### src/rtl/caf_peak_select.sv
// Frame-wide CAF peak tracker: scans one result per frequency bin, then holds the
// single peak (magnitude, lag index, bin) on a valid/ready output until consumed.
module caf_peak_select #(
  parameter int unsigned out_max_bits        = 5,
  parameter int unsigned length_counter_bits = 3,
  parameter int unsigned freq_bins           = 8,
  parameter int unsigned freq_bin_bits       = 3
) (
  input  logic                           clk,
  input  logic                           rst_n,
  input  logic                           m_axis_tvalid,
  input  logic [out_max_bits-1:0]        out_max,
  input  logic [length_counter_bits-1:0] index,
  output logic                           s_axis_tready,
  input  logic                           m_axis_tready,
  output logic [out_max_bits-1:0]        peak_max,
  output logic [length_counter_bits-1:0] peak_index,
  output logic [freq_bin_bits-1:0]       peak_bin,
  output logic                           s_axis_tvalid
);

  localparam logic [0:0] S_COLLECT = 1'b0;
  localparam logic [0:0] S_HOLD    = 1'b1;

  localparam logic [freq_bin_bits-1:0] LastBin = freq_bin_bits'(freq_bins - 1);

  logic [0:0]                     state_q, state_d;
  logic [freq_bin_bits-1:0]       bin_q, bin_d;
  logic [out_max_bits-1:0]        run_max_q, run_max_d;
  logic [length_counter_bits-1:0] run_idx_q, run_idx_d;
  logic [freq_bin_bits-1:0]       run_bin_q, run_bin_d;
  logic [out_max_bits-1:0]        peak_max_q, peak_max_d;
  logic [length_counter_bits-1:0] peak_idx_q, peak_idx_d;
  logic [freq_bin_bits-1:0]       peak_bin_q, peak_bin_d;
  logic                           tvalid_q, tvalid_d;
  logic                           tready_q, tready_d;
  logic                           take_new;

  // State and datapath registers; tready comes out of reset high so COLLECT accepts at once
  always_ff @(posedge clk or negedge rst_n) begin
    if (!rst_n) begin
      state_q    <= S_COLLECT;
      bin_q      <= '0;
      run_max_q  <= '0;
      run_idx_q  <= '0;
      run_bin_q  <= '0;
      peak_max_q <= '0;
      peak_idx_q <= '0;
      peak_bin_q <= '0;
      tvalid_q   <= 1'b0;
      tready_q   <= 1'b1;
    end else begin
      state_q    <= state_d;
      bin_q      <= bin_d;
      run_max_q  <= run_max_d;
      run_idx_q  <= run_idx_d;
      run_bin_q  <= run_bin_d;
      peak_max_q <= peak_max_d;
      peak_idx_q <= peak_idx_d;
      peak_bin_q <= peak_bin_d;
      tvalid_q   <= tvalid_d;
      tready_q   <= tready_d;
    end
  end

  // Next-state: bin 0 seeds the candidate, later bins replace it only on a strict win
  always_comb begin
    state_d    = state_q;
    bin_d      = bin_q;
    run_max_d  = run_max_q;
    run_idx_d  = run_idx_q;
    run_bin_d  = run_bin_q;
    peak_max_d = peak_max_q;
    peak_idx_d = peak_idx_q;
    peak_bin_d = peak_bin_q;
    tvalid_d   = tvalid_q;
    tready_d   = tready_q;
    take_new   = 1'b0;

    case (state_q)
      S_COLLECT: begin
        if (m_axis_tvalid && tready_q) begin
          take_new = (bin_q == '0) || (out_max > run_max_q);
          if (take_new) begin
            run_max_d = out_max;
            run_idx_d = index;
            run_bin_d = bin_q;
          end
          if (bin_q == LastBin) begin
            // Publish the candidate including this last sample
            peak_max_d = run_max_d;
            peak_idx_d = run_idx_d;
            peak_bin_d = run_bin_d;
            bin_d      = '0;
            tvalid_d   = 1'b1;
            tready_d   = 1'b0;
            state_d    = S_HOLD;
          end else begin
            bin_d = bin_q + freq_bin_bits'(1);
          end
        end
      end
      S_HOLD: begin
        if (m_axis_tready) begin
          tvalid_d = 1'b0;
          tready_d = 1'b1;
          state_d  = S_COLLECT;
        end
      end
      default: begin
        state_d  = S_COLLECT;
        tvalid_d = 1'b0;
        tready_d = 1'b1;
      end
    endcase
  end

  assign s_axis_tready = tready_q;
  assign s_axis_tvalid = tvalid_q;
  assign peak_max      = peak_max_q;
  assign peak_index    = peak_idx_q;
  assign peak_bin      = peak_bin_q;

endmodule

### config.mk
export PLATFORM = sky130hd
export DESIGN_NAME = caf_peak_select
export DESIGN_NICKNAME = d
export VERILOG_FILES = /design/src/rtl/caf_peak_select.sv
export SDC_FILE = /design/constraint.sdc
export NUM_CORES = 1
export LEC_CHECK = 0
export ABC_AREA = 1
export CAP_MARGIN = 15
export CORE_MARGIN = 2
export CORE_UTILIZATION = 35
export CTS_BUF_LIST = sky130_fd_sc_hd__clkbuf_4 sky130_fd_sc_hd__clkbuf_8
export CTS_CLUSTER_SIZE = 10
export DETAILED_ROUTE_END_ITERATION = 16
export HOLD_SLACK_MARGIN = 0.08
export PLACE_DENSITY = 0.55
export SYNTH_ARGS = -nofsm -noshare
export SYNTH_HDL_FRONTEND = slang
export SYNTH_SLANG_ARGS = --single-unit
export TNS_END_PERCENT = 5
### constraint.sdc
create_clock -name clk -period 2.4 [get_ports clk]
set_clock_uncertainty 0.2 [all_clocks]
set_input_delay 0.48 -clock clk [delete_from_list [all_inputs] [get_ports clk]]
set_output_delay 0.48 -clock clk [all_outputs]
set_load 0.01 [all_outputs]
==> impl_metrics.ini <==
[run_status]
run_status = complete, no violations

[cts]
cts_sinks = 28
cts_made_buffers = 3
cts.repair.resized = 0
postCtsHoldBufs = 0
h-tree-depth = 1
cts_buffer_depth = 2
post-cts-setup-buffers = 0
cts_root_buf = clkbuf_8
clk_latency_ns = 0.27
clkTransAtPathRegs_ns = 0.09
cts_tree = yes

[floorplanning]
row_count = 24
start_util_pct = 35.8
core_area_um2 = 4260
dieHeight_um = 70.1
io_pins = 25
die_w_um = 70.1
die-area_um2 = 4910

[logic_synthesis]
syn_area_per_cell_um2 = 8.21
synth_most_common_cell = nand2_1
synth_top_cell_by_area = dfrtp_1
ys_types = 18
synth_top_area_share_pct = 44.2
synth-main-ff-cell = dfrtp_1
synthTopCellsByCount = nand2_1, dfrtp_1, inv_1
synth_warnings = 0
synthArstFlopShare_pct = 100
synth_edf_count = 0
netlist_top_cells_area = dfrtp_1, nand2_1, nand3_1, inv_1, ha_1
synth-seq-cells = 28
ys_seq_area_share_pct = 45.9
syn_nets = 206
synth_area_um2 = 1530
syn_inst = 186

[worst_setup_path]
cp-end-kind = flip-flop
critPathBufInv = 2
start_kind = primary input
crit_required_ns = 2.37
worstPathArrival_ns = 2.08
reg2reg_slack_ns = 0.49
critical_path.max_fanout = 7
cp_slowest_stage_delay_ns = 0.43
crit_type = primary input to flip-flop
crit_top_cell = nand3_2
crit_family = buffers and inverters
cp_cell_sequence = clkdlybuf4s50_1 -> ha_1 -> a21oi_1 -> nand3_2 -> nand2_2 -> buf_4 -> nand3_2 -> nand3_1 -> nand2_1
crit_slowest_cell = clkdlybuf4s50_1

[sta]
setup_viol = 0
min_period_over_period_pct = 87.8
slew_headroom_pct = 75.6
rsz0062_at_grt = false
worst_slew_pin_slew_ns = 0.366
final_max_slew_viol_count = 0
tns_ns = 0
fin_crit_ns = 2.11
hold_viol = 0
timing.fmax_mhz = 475

[pwr]
clkPwrFrac_pct = 11.6
pwr-share-seq_pct = 34.1
p_int_mw = 1.39
combPwrFrac_pct = 54.3
p_switching_mw = 0.999
leakage_nw = 1.01
peakVddDrop_v = 0.000534
power_density_nw_per_um2 = 1260
switching_share_pct = 41.8

[drt]
drc = 0
detail_route.wl_per_cell_um = 12.1
ant_nets = 0
drt_first_pass_iters = 4
first_iter_violations = 56
avgViaCountPerCell = 4.57
routed_wl_um = 3220
vias = 1219

[hold_path]
hold_path_class = flip-flop to flip-flop

[final_layout]
nFillCells = 440
final_core_util_pct = 44.6
layout-drive-gt1-share_pct = 13.5
syn_to_final_growth_pct = 24.4
fin_nets = 236
antennaDiodeCount = 0

[placed_design]
place.gp.congestion = 0.764
hpwl_um = 2360
io_buffers = 24

[global_routing]
grt_pass1_wl_um = 5880
grtUsageTotal_pct = 15.3
grt-ovfl-total = 0
antenna_found_initial = 0
grt_max_degree = 29
grt_pass1_vias = 1266

[job]
cap_violations = 0
[power by group through the flow]
stage          clock network [mW]  logic, mW  registers, mW
6_report                    0.277       1.30          0.816
5_1_grt                     0.305       1.49          0.853
4_1_cts                     0.289       1.31          0.817
3_5_place_dp                    0       1.31          0.825
3_3_place_gp                    0       1.29          0.827
2_1_floorplan                   0      0.823          0.860
[layer usage]
layer  routed length, µm  GRT usage, %
met1                1590          20.6
met2                1500          25.4
met3                 116          3.46
met4                  21          3.21
met5                   0             0
[logic make-up after synthesis]
family	after synthesis	share of synthesized area, %
flops	28	45.9
simple gates	111	36.0
fa+ha+maj	8	6.55
buf+inv	34	9.91
compound gates	5	1.64
[worst min-delay path: cells and delay by family, from the launching register on]
kind / cells / cell delay, ns
flops: 1 / 0.35
simple gates: 2 / 0.10
[flip-flops by register name, summed over array words and instances, names as in the netlist]
signal	cells
bin_q	3
peak_bin	3
peak_index	3
peak_max	5
run_bin_q	3
run_idx_q	3
run_max_q	5
s_axis_tready	1
s_axis_tvalid	1
state_q	1
[final cells by class]
class	instances	area (µm²)	area share (%)
flip-flops and latches	28	702	36.9
clock buffers	4	48.8	2.57
inverters	28	105	5.53
well taps	52	65.1	3.42
multi-input cells	124	674	35.5
repair buffers	31	305	16.1
[layout by cell type, fill, tap and decap left out, drive strengths merged]
| master | count |
|---|---|
| nand2 | 73 |
| nand3 | 36 |
| inv | 28 |
| dfrtp | 27 |
| clkdlybuf4s50 | 24 |
| ha | 8 |
| buf | 7 |
| o21ai | 4 |
| clkbuf | 4 |
| nor2 | 2 |
| a21oi | 1 |
| dfstp | 1 |
[through the flow]
step	instance area (µm²)	power [mW]	setup slack, ns	instances	hold WS [ns]
finish	1900	2.39	0.294	267	0.285
global placement	1850	2.12	0.0285	263	0.262
floorplan	1530	1.68	0.590	186	-0.0156
CTS	1900	2.42	0.290	267	0.292
global route	1900	2.65	0.109	267	0.311
detailed placement	1850	2.14	0.00224	263	0.265
[final timing paths]
path                              start             to  cells past startpoint
setup / recovery             out_max[4]    peak_bin[1]                      9
hold / removal             run_idx_q[2]   run_idx_q[2]                      2
setup reg to reg           run_max_q[4]    peak_bin[1]                      9
hold reg to reg            run_idx_q[2]   run_idx_q[2]                      2
max in group asynchronous         rst_n  s_axis_tready                      2
min in group asynchronous         rst_n   run_idx_q[1]                      2
No activity file was read; power rests on OpenSTA's default activity.
